## config.mk

```make
export PLATFORM = sky130hd
export DESIGN_NAME = attack_phase_ctrl
export DESIGN_NICKNAME = d
export VERILOG_FILES = /design/src/rtl/attack_phase_ctrl_pkg.sv /design/src/rtl/attack_phase_ctrl_len_sel.sv /design/src/rtl/attack_phase_ctrl.sv
export SDC_FILE = /design/constraint.sdc
export NUM_CORES = 1
export LEC_CHECK = 0
export CAP_MARGIN = 20
export CORE_MARGIN = 1.5
export CORE_UTILIZATION = 45
export CTS_CLUSTER_DIAMETER = 40
export CTS_CLUSTER_SIZE = 12
export DETAILED_ROUTE_END_ITERATION = 8
export PLACE_DENSITY = 0.86
export SLEW_MARGIN = 15
export SYNTH_ARGS = -nofsm -noshare
export SYNTH_HDL_FRONTEND = slang
export SYNTH_SLANG_ARGS = --single-unit
export TNS_END_PERCENT = 50
```

## constraint.sdc

```tcl
create_clock -name clk -period 2.5 [get_ports clk]
set_clock_uncertainty 0.2 [all_clocks]
set_input_delay 0.75 -clock clk [delete_from_list [all_inputs] [get_ports clk]]
set_output_delay 0.75 -clock clk [all_outputs]
set_load 0.005 [all_outputs]
```

## src/rtl/attack_phase_ctrl_pkg.sv

```systemverilog
// rtl/attack_phase_ctrl_pkg.sv - shared phase encodings, attack types and default phase lengths
package attack_phase_ctrl_pkg;

    typedef enum logic [2:0] {
        ST_IDLE     = 3'd0,
        ST_STARTUP  = 3'd1,
        ST_ACTIVE   = 3'd2,
        ST_RECOVERY = 3'd3,
        ST_HITSTUN  = 3'd4
    } phase_e;

    localparam logic ATK_BASIC = 1'b0;
    localparam logic ATK_DIR   = 1'b1;

    localparam int DEF_WIDTH          = 5;
    localparam int DEF_BASIC_STARTUP  = 3;
    localparam int DEF_BASIC_ACTIVE   = 2;
    localparam int DEF_BASIC_RECOVERY = 4;
    localparam int DEF_DIR_STARTUP    = 4;
    localparam int DEF_DIR_ACTIVE     = 3;
    localparam int DEF_DIR_RECOVERY   = 6;
    localparam int DEF_HITSTUN        = 8;

    // A length must be representable on the counter limit bus.
    function automatic bit len_fits(input int len, input int width);
        return (len >= 0) && (len < (1 << width));
    endfunction

endpackage

```

## src/rtl/attack_phase_ctrl_len_sel.sv

```systemverilog
// rtl/attack_phase_ctrl_len_sel.sv - (type, phase) length lookup and next-nonzero-phase selection
module attack_len_sel
    import attack_phase_ctrl_pkg::*;
#(
    parameter int WIDTH          = DEF_WIDTH,
    parameter int BASIC_STARTUP  = DEF_BASIC_STARTUP,
    parameter int BASIC_ACTIVE   = DEF_BASIC_ACTIVE,
    parameter int BASIC_RECOVERY = DEF_BASIC_RECOVERY,
    parameter int DIR_STARTUP    = DEF_DIR_STARTUP,
    parameter int DIR_ACTIVE     = DEF_DIR_ACTIVE,
    parameter int DIR_RECOVERY   = DEF_DIR_RECOVERY
) (
    input  logic             atk_type,
    input  phase_e           from_phase,
    output phase_e           next_phase,
    output logic [WIDTH-1:0] next_len
);

    localparam logic [WIDTH-1:0] B_S = BASIC_STARTUP[WIDTH-1:0];
    localparam logic [WIDTH-1:0] B_A = BASIC_ACTIVE[WIDTH-1:0];
    localparam logic [WIDTH-1:0] B_R = BASIC_RECOVERY[WIDTH-1:0];
    localparam logic [WIDTH-1:0] D_S = DIR_STARTUP[WIDTH-1:0];
    localparam logic [WIDTH-1:0] D_A = DIR_ACTIVE[WIDTH-1:0];
    localparam logic [WIDTH-1:0] D_R = DIR_RECOVERY[WIDTH-1:0];

    logic [WIDTH-1:0] len_s;
    logic [WIDTH-1:0] len_a;
    logic [WIDTH-1:0] len_r;

    // Walk forward from from_phase to the first phase with a nonzero length; IDLE when none is left.
    always_comb begin
        len_s      = (atk_type == ATK_DIR) ? D_S : B_S;
        len_a      = (atk_type == ATK_DIR) ? D_A : B_A;
        len_r      = (atk_type == ATK_DIR) ? D_R : B_R;
        next_phase = ST_IDLE;
        case (from_phase)
            ST_IDLE: begin
                if (len_s != '0)      next_phase = ST_STARTUP;
                else if (len_a != '0) next_phase = ST_ACTIVE;
                else if (len_r != '0) next_phase = ST_RECOVERY;
            end
            ST_STARTUP: begin
                if (len_a != '0)      next_phase = ST_ACTIVE;
                else if (len_r != '0) next_phase = ST_RECOVERY;
            end
            ST_ACTIVE: begin
                if (len_r != '0)      next_phase = ST_RECOVERY;
            end
            default: next_phase = ST_IDLE;
        endcase
        case (next_phase)
            ST_STARTUP:  next_len = len_s;
            ST_ACTIVE:   next_len = len_a;
            ST_RECOVERY: next_len = len_r;
            default:     next_len = '0;
        endcase
    end

endmodule

```

## src/rtl/attack_phase_ctrl.sv

```systemverilog
// rtl/attack_phase_ctrl.sv - attack phase sequencer driving the duration counter; ATK_INPUT_BUFFER_EN adds a recovery request buffer
module attack_phase_ctrl
    import attack_phase_ctrl_pkg::*;
#(
    parameter int WIDTH          = DEF_WIDTH,
    parameter int BASIC_STARTUP  = DEF_BASIC_STARTUP,
    parameter int BASIC_ACTIVE   = DEF_BASIC_ACTIVE,
    parameter int BASIC_RECOVERY = DEF_BASIC_RECOVERY,
    parameter int DIR_STARTUP    = DEF_DIR_STARTUP,
    parameter int DIR_ACTIVE     = DEF_DIR_ACTIVE,
    parameter int DIR_RECOVERY   = DEF_DIR_RECOVERY,
    parameter int HITSTUN        = DEF_HITSTUN
) (
    input  logic             clk,
    input  logic             nRst,
    input  logic             i_atk_basic,
    input  logic             i_atk_dir,
    input  logic             i_hit,
    input  logic             i_cnt_done,
    output logic             o_cnt_enable,
    output logic             o_cnt_stop,
    output logic [WIDTH-1:0] o_cnt_limit,
    output logic [2:0]       o_phase,
    output logic             o_atk_type,
    output logic             o_hitbox,
    output logic             o_busy
);

    localparam logic [WIDTH-1:0] HIT_LEN = HITSTUN[WIDTH-1:0];
    localparam bit LEN_OK = len_fits(BASIC_STARTUP, WIDTH) && len_fits(BASIC_ACTIVE, WIDTH) &&
                            len_fits(BASIC_RECOVERY, WIDTH) && len_fits(DIR_STARTUP, WIDTH) &&
                            len_fits(DIR_ACTIVE, WIDTH) && len_fits(DIR_RECOVERY, WIDTH) &&
                            len_fits(HITSTUN, WIDTH);

    phase_e           state;
    phase_e           nxt_state;
    phase_e           q_from;
    phase_e           sel_phase;
    logic             req;
    logic             req_type;
    logic             q_type;
    logic             nxt_type;
    logic             nxt_stop;
    logic [WIDTH-1:0] sel_len;
    logic [WIDTH-1:0] nxt_limit;

    assign req      = i_atk_basic | i_atk_dir;
    assign req_type = i_atk_dir ? ATK_DIR : ATK_BASIC;

`ifdef ATK_INPUT_BUFFER_EN
    logic buf_valid;
    logic buf_type;
    logic nxt_buf_valid;
    logic nxt_buf_type;
    logic eff_valid;
    logic eff_type;

    // A request on the final recovery cycle is honoured like a buffered one.
    assign eff_valid = buf_valid | req;
    assign eff_type  = buf_valid ? buf_type : req_type;
`endif

    attack_len_sel #(
        .WIDTH          (WIDTH),
        .BASIC_STARTUP  (BASIC_STARTUP),
        .BASIC_ACTIVE   (BASIC_ACTIVE),
        .BASIC_RECOVERY (BASIC_RECOVERY),
        .DIR_STARTUP    (DIR_STARTUP),
        .DIR_ACTIVE     (DIR_ACTIVE),
        .DIR_RECOVERY   (DIR_RECOVERY)
    ) u_len_sel (
        .atk_type   (q_type),
        .from_phase (q_from),
        .next_phase (sel_phase),
        .next_len   (sel_len)
    );

    // Choose which attack the lookup walks: a new request from IDLE, a queued one at end of recovery, else the current one.
    always_comb begin
        q_type = o_atk_type;
        q_from = state;
        if (state == ST_IDLE) q_type = req_type;
`ifdef ATK_INPUT_BUFFER_EN
        if ((state == ST_RECOVERY) && eff_valid) begin
            q_type = eff_type;
            q_from = ST_IDLE;
        end
`endif
    end

    // Next-state logic with hit taking precedence over counter done, and done over requests.
    always_comb begin
        nxt_state = state;
        nxt_limit = o_cnt_limit;
        nxt_stop  = 1'b0;
        nxt_type  = o_atk_type;
`ifdef ATK_INPUT_BUFFER_EN
        nxt_buf_valid = buf_valid;
        nxt_buf_type  = buf_type;
`endif
        if (i_hit) begin
            nxt_stop  = 1'b1;
            nxt_limit = HIT_LEN;
            nxt_state = (HITSTUN != 0) ? ST_HITSTUN : ST_IDLE;
`ifdef ATK_INPUT_BUFFER_EN
            nxt_buf_valid = 1'b0;
`endif
        end else begin
            case (state)
                ST_IDLE: begin
                    if (req && (sel_phase != ST_IDLE)) begin
                        nxt_state = sel_phase;
                        nxt_limit = sel_len;
                        nxt_type  = req_type;
                    end
                end
                ST_STARTUP, ST_ACTIVE: begin
                    if (i_cnt_done) begin
                        nxt_state = sel_phase;
                        nxt_limit = sel_len;
                    end
                end
                ST_RECOVERY: begin
                    if (i_cnt_done) begin
                        nxt_state = sel_phase;
                        nxt_limit = sel_len;
`ifdef ATK_INPUT_BUFFER_EN
                        if (eff_valid) nxt_type = eff_type;
                        nxt_buf_valid = 1'b0;
                    end else if (req && !buf_valid) begin
                        nxt_buf_valid = 1'b1;
                        nxt_buf_type  = req_type;
`endif
                    end
                end
                ST_HITSTUN: begin
                    if (i_cnt_done) begin
                        nxt_state = ST_IDLE;
                        nxt_limit = '0;
                    end
                end
                default: begin
                    nxt_state = ST_IDLE;
                    nxt_limit = '0;
                end
            endcase
        end
    end

    // State and registered outputs, all derived from the next state so they change on the same edge.
    always_ff @(posedge clk or negedge nRst) begin
        if (!nRst) begin
            state        <= ST_IDLE;
            o_phase      <= 3'd0;
            o_cnt_enable <= 1'b0;
            o_cnt_stop   <= 1'b0;
            o_cnt_limit  <= '0;
            o_atk_type   <= 1'b0;
            o_hitbox     <= 1'b0;
            o_busy       <= 1'b0;
`ifdef ATK_INPUT_BUFFER_EN
            buf_valid    <= 1'b0;
            buf_type     <= 1'b0;
`endif
        end else begin
            state        <= nxt_state;
            o_phase      <= nxt_state;
            o_cnt_enable <= (nxt_state != ST_IDLE);
            o_cnt_stop   <= nxt_stop;
            o_cnt_limit  <= nxt_limit;
            o_atk_type   <= nxt_type;
            o_hitbox     <= (nxt_state == ST_ACTIVE);
            o_busy       <= (nxt_state != ST_IDLE);
`ifdef ATK_INPUT_BUFFER_EN
            buf_valid    <= nxt_buf_valid;
            buf_type     <= nxt_buf_type;
`endif
        end
    end

    // Flag phase lengths that do not fit the counter limit bus.
    always_ff @(posedge clk) begin
        assert (LEN_OK) else $error("attack_phase_ctrl: a phase length does not fit in WIDTH bits");
    end

endmodule

```

==> results_dict.tcl, run 1 <==
set metrics [dict create \
    share_clk_of_total_power 0.286 \
    achievable-frequency_ghz 0.429 \
    cp_slowest_cell "clkdlybuf4s50_1" \
    die-width_um 39.3 \
    run_status "complete, no violations" \
    gp_congestion 0.816 \
    synth.yosys.seq_area_share 0.465 \
    startpoint_type "flip-flop" \
    global_route_wire_length_before_repair_um 1820 \
    timing.final.max_slew_violations 0 \
    cells_after_synthesis 63 \
    num-nets-final 88 \
    track_usage 0.176 \
    io-pin-count 19 \
    timing.hold.worst.class "flip-flop to flip-flop" \
    grt.overflow.total 0 \
    num_antenna_cells 0 \
    detailedRoute.firstIterationViolations 19 \
    clock_tree.htree_level_count 1 \
    cts_inserted_buffers 3 \
    wl_per_cell_um 12.5 \
    drc_errors 0 \
    root_buffer "clkbuf_4" \
    p_int_uw 303 \
    min-delay-start "o_cnt_limit[1]" \
    ctsLongestPathBuffers 2 \
    clk_pin_slew_ns 0.07 \
    synth-edff-count 0 \
    synth-main-ff-cell "dfrtp_1" \
    regToRegStartpoint "q_from[1]" \
    finalCritPeriodShare 0.931 \
    power.net_switching_uw 109 \
    timing.critical_path.depth 1 \
    r2r_setup_slack_ns 0.86 \
    totalNegativeSetupSlack_ns 0 \
    slowest_delay_ns 0.57 \
    design_power_uw 412 \
    yosysUniqueCellTypes 28 \
    dp_hpwl_um 867 \
    fillers 96 \
    power_frac_seq 0.492 \
    worstPathBufferInverterCount 1 \
    dieArea_um2 1540 \
    antenna_left 0 \
    worst_path_dominant_cell_family "buffers and inverters" \
    via_count_of_the_first_global_routing_pass 446 \
    placementRows 12 \
    postSynthNetCount 69 \
    rsz0062_at_grt "false" \
    grt_antenna_before_repair 0 \
    switching_power_as_a_share_of_total_power 0.265 \
    worstSetupPathType "flip-flop to output pin" \
    cts_hold_buf 0 \
    syn_to_final_growth_pct 31.5 \
    power.combinational.fraction 0.222 \
    final_critical_path_setup_slack_ns 0.172 \
    cap_viol_max_count 0 \
    place_ws_ns 0.191 \
    routed_wl_um 1180 \
    proportion_of_layout_cells_with_a_drive_suffix_above_1 0.148 \
    worstSetupEndpointType "output pin" \
    async_reset_ff_frac 1.00 \
    crit_chain "clkdlybuf4s50_1" \
    worst-r2r-cell-count 5 \
    finalWorstPathRequiredPeriod_ns 2.33 \
    vdd_ir_drop_max_mv 0.490 \
    synthesis.area_per_instance_um2 9.39 \
    report.final.setup_viol 0 \
    die_height_um 39.3 \
    route.detailed.vias_per_inst 5.41 \
    leakagePower_uw 0.000356 \
    cp.required_ns 1.55 \
    port-buffer-count 17 \
    power_density_nw_per_um2 529 \
    grt_start_max_net_pins 15 \
    cp_data_arrival_time_ns 1.38 \
    ys.warnings.count 0 \
    post_cts.resized_instances 0 \
    r2r_endpoint "o_busy" \
    cts_tree "done" \
    core_um2 1170 \
    firstDrtPassIters 4 \
    finalHoldViolCount 0 \
    timing.critical_path.from "q_from[2]" \
    post_cts.repair.setup_buffers 0 \
    cts.sinks 11 \
    crit_path_end "o_phase[2]" \
    worst_skew_pair.late_latency_ns 0.26 \
    critical_path.max_fanout 11 \
    postLayoutCoreUtil 0.665 \
    detailroute.via_count 514 \
    yosys_reg_bits 11 \
    start_util 0.505 \
    synth_area_um2 592 \
]
[registers in the layout (all words and copies together), names as in the netlist]
name         cells
q_from           3
o_busy           1
o_hitbox         1
o_cnt_limit      4
o_cnt_stop       1
o_atk_type       1
[power by group through the flow]
stage	logic (uW)	clock network, uW	registers, uW
global route	101	128	204
floorplan	47.9	0	204
global placement	89.3	0	206
detailed placement	91.3	0	206
finish	91.5	118	203
CTS	91.6	118	202
[metal layers]
metal,routed length (um),up-vias,global-route usage
met5,0,-,0
met3,72,0,0.0455
met4,0,0,0.0345
met2,542,20,0.300
met1,567,244,0.224
li1,-,250,-
[cell usage in the layout (no fill, tap or decap), types with 2 or more instances in the layout]
cell / count
a21o_1: 3
a21oi_1: 5
buf_4: 3
clkbuf_4: 3
clkdlybuf4s50_1: 17
dfrtp_1: 11
inv_1: 3
nand2_1: 3
nand2b_1: 2
nor2_1: 6
nor2_2: 2
nor3_1: 4
o21ai_1: 3
[Yosys cell counts, types with 2 or more instances]
cell / n / area share
nand2_1: 3 / 0.019
dfrtp_1: 11 / 0.47
inv_1: 3 / 0.019
o21ai_1: 3 / 0.025
nor3_1: 4 / 0.034
nand2b_1: 2 / 0.021
nor2_2: 2 / 0.021
nor2_1: 6 / 0.038
buf_6: 2 / 0.038
a21oi_1: 5 / 0.042
a21o_1: 3 / 0.038
buf_4: 3 / 0.038
[stage by stage]
| step | cells | hold slack (ns) | instance area, um2 |
|---|---|---|---|
| after global routing | 95 | 0.295 | 778 |
| final | 95 | 0.277 | 778 |
| after global placement | 91 | 0.260 | 752 |
| after floorplan | 63 | 0.254 | 592 |
| after detailed placement | 91 | 0.266 | 752 |
| after CTS | 95 | 0.281 | 778 |
[final cells by class]
| type | instances | area [um2] | area share |
|---|---|---|---|
| clock buffers | 4 | 26.3 | 0.0338 |
| inverters | 3 | 11.3 | 0.0145 |
| multi-input cells | 43 | 255 | 0.328 |
| flip-flops and latches | 11 | 275 | 0.354 |
| well taps | 14 | 17.5 | 0.0225 |
| repair buffers | 20 | 193 | 0.248 |
[how the worst min path moves through the flow]
| stage | slack [ns] | cells after the start | to |
|---|---|---|---|
| global route | 0.29 | 1 | o_cnt_limit[2] |
| CTS | 0.28 | 1 | o_cnt_limit[1] |
| detailed placement | 0.27 | 1 | o_cnt_limit[1] |
| global placement | 0.26 | 1 | o_cnt_limit[1] |
| floorplan | 0.25 | 0 | o_atk_type |
| finish | 0.28 | 1 | o_cnt_limit[1] |
[cells by family (layout without fill, tap and decap cells)]
family,count (synthesis),in the layout,synth area share
xor+xnor,1,1,0.0148
other cells,1,1,0.00634
simple gates,24,24,0.228
flops,11,11,0.465
buf+inv,9,27,0.104
compound gates,17,17,0.182
Power figures use the tool's default switching activity.
==> run 2, diff against run 1 <==
Settings changed: CORE_ASPECT_RATIO from default to 1.1, GPL_ROUTABILITY_DRIVEN from default to 0, PLACE_DENSITY 0.86 to 0.84, SYNTH_HIERARCHICAL from default to 1.
==> run 2 against run 1 <==
Setup slack got worse by 0.063 ns. Clock power up 31%. Synthesized cell count increased by 6.3%. Wire length grew 24%. Design area is 20% higher. Global-route usage is 3.8 points higher. Sequential power is 8% higher. Hold slack gained 0.060 ns. Synthesized area rose by 14%. Largest cell class is now multi-input combinational cells.
==> results_dict.tcl, run 2 <==
set metrics [dict create \
    route.detailed.vias_per_inst 5.56 \
    yosys.area.top_type_share 0.447 \
    worst_pin_slew_ns 0.527 \
    dieArea_um2 1730 \
    detailroute.via_count 606 \
    antenna_left 0 \
    cp_data_arrival_time_ns 1.44 \
    clk_pin_slew_ns 0.08 \
    vdd_ir_drop_max_mv 0.351 \
    postLayoutCoreUtil 0.673 \
    cells_after_synthesis 67 \
    grt_start_max_net_pins 14 \
    finalWorstPathRequiredPeriod_ns 2.39 \
    via_count_of_the_first_global_routing_pass 588 \
    num-nets-final 100 \
    firstDrtPassIters 4 \
    rsz0062_at_grt "false" \
    routed_wl_um 1470 \
    dpl-instance-area_um2 895 \
    proportion_of_layout_cells_with_a_drive_suffix_above_1 0.161 \
    leakagePower_uw 0.000397 \
    synthTopCellsByArea "dfrtp_1 (45%), a32o_1 (4.5%), buf_4 (4.5%)" \
    detailedRoute.firstIterationViolations 11 \
    timing.final.max_slew_violations 0 \
    worstPathBufferInverterCount 1 \
    synthMostInstantiatedCell "dfrtp_1" \
    grt.overflow.total 0 \
    dp_hpwl_um 1090 \
    cp_slowest_cell "dfrtp_1" \
    synth-edff-count 0 \
    synth_top_cells_by_count "dfrtp_1 (12), buf_4 (4), inv_1 (4), nor2_1 (4)" \
    cp.required_ns 1.55 \
    cts_tree "done" \
    core_um2 1380 \
    clock_tree.htree_level_count 1 \
    syn_to_final_growth_pct 38.5 \
    worstSetupPathType "flip-flop to output pin" \
    largest_reg_flops 5 \
    cap_viol_max_count 0 \
    timing.hold.worst.class "flip-flop to flip-flop" \
    run_status "complete, no violations" \
    root_buffer "clkbuf_4" \
    critical_path.max_fanout 13 \
    global_route_wire_length_before_repair_um 2560 \
    finalCritPeriodShare 0.956 \
    die_height_um 43.5 \
    startpoint_type "flip-flop" \
    drc_errors 0 \
    achievable-frequency_ghz 0.418 \
    worstSetupEndpointType "output pin" \
    synth_area_um2 672 \
    cts.sinks 12 \
    port-buffer-count 18 \
    final_common_cell "clkdlybuf4s50_1" \
    ctsLongestPathBuffers 2 \
    registers.top_by_ff_count "o_cnt_limit" \
    track_usage 0.214 \
    yosys_reg_bits 12 \
    most-common-layout-cells "clkdlybuf4s50_1 (18), dfrtp_1 (12), buf_4 (6)" \
    cts_inserted_buffers 3 \
    grt_antenna_before_repair 0 \
    fin_area_um2 931 \
    ys.warnings.count 6 \
    cts_hold_buf 0 \
    die-width_um 39.8 \
    worst_path_dominant_cell_family "flip-flops" \
    start_util 0.486 \
    power_density_nw_per_um2 528 \
    synth.yosys.seq_area_share 0.447 \
    io-pin-count 19 \
    placementRows 14 \
    synth.largest_area_cell "dfrtp_1" \
    synthesis.area_per_instance_um2 10.0 \
    synth-main-ff-cell "dfrtp_1" \
    crit_chain "clkdlybuf4s50_1" \
    relSlewSlack 0.647 \
    yosysUniqueCellTypes 30 \
    report.final.setup_viol 0 \
    slowest_delay_ns 0.58 \
    num_antenna_cells 0 \
    post_cts.resized_instances 0 \
    wl_per_cell_um 13.5 \
    async_reset_ff_frac 1.00 \
    finalHoldViolCount 0 \
    worst_skew_pair.late_latency_ns 0.27 \
    post_cts.repair.setup_buffers 0 \
]
-- run 2: final timing paths --
check	from	endpoint	slack, ns	cells past startpoint
max	q_from[0]	o_phase[0]	0.11	1
min	o_cnt_limit[4]	o_cnt_limit[4]	0.34	1
max reg2reg	q_from[0]	o_cnt_limit[0]	0.35	6
min reg2reg	o_cnt_limit[4]	o_cnt_limit[4]	0.34	1
max in group asynchronous	nRst	o_cnt_limit[4]	1.13	1
min in group asynchronous	nRst	o_busy	0.62	1
-- run 2: layout make-up --
cell class	instances	area, um2
Clock buffer	4	36.3
Fill cell	119	453
Inverter	4	15.0
Multi-Input combinational cell	49	334
Sequential cell	12	300
Tap cell	16	20.0
Timing Repair Buffer	24	225
-- run 2: cell families (layout without fill, tap and decap cells) --
group / after synthesis / in the layout / share of synthesized area
buffers and inverters: 8 / 32 / 0.0670
muxes: 4 / 4 / 0.0633
xor gates and xnor gates: 1 / 1 / 0.0130
AOI/OAI and AO/OA: 19 / 19 / 0.209
other: 1 / 3 / 0.00558
and+or+nand+nor: 22 / 22 / 0.196
DFF: 12 / 12 / 0.447
-- run 2: routing by layer --
layer,vias up,GRT usage,part of all wire
li1,292,-,-
met1,293,0.262,0.44
met2,18,0.367,0.50
met3,3,0.0308,0.041
met4,0,0.0828,0.013
met5,-,0,0
-- run 2: power breakdown --
group	internal (uW)	total (uW)	switching, uW
clock	88.6	154	65.8
combinational	68.3	117	49.0
sequential	207	220	13.0
total	364	492	128
-- run 2: worst register-to-register path, cell delays in order (launching register included) --
cell,delay (ns)
dfrtp_1,0.52
or3_1,0.47
mux2_2,0.33
nor2b_1,0.16
nor3_2,0.18
nand3_1,0.08
mux2i_1,0.13
-- run 2: per-stage QoR --
stage	power (uW)	worst slack, ns	hold WS, ns	std cells	TNS (ns)
after floorplan	282	0.492	0.254	69	0
after global placement	337	-0.0194	0.318	105	-0.0194
after detailed placement	341	-0.0506	0.323	105	-0.0506
after CTS	495	0.115	0.340	109	0
after global routing	516	0.0440	0.354	109	0
final	492	0.109	0.336	109	0
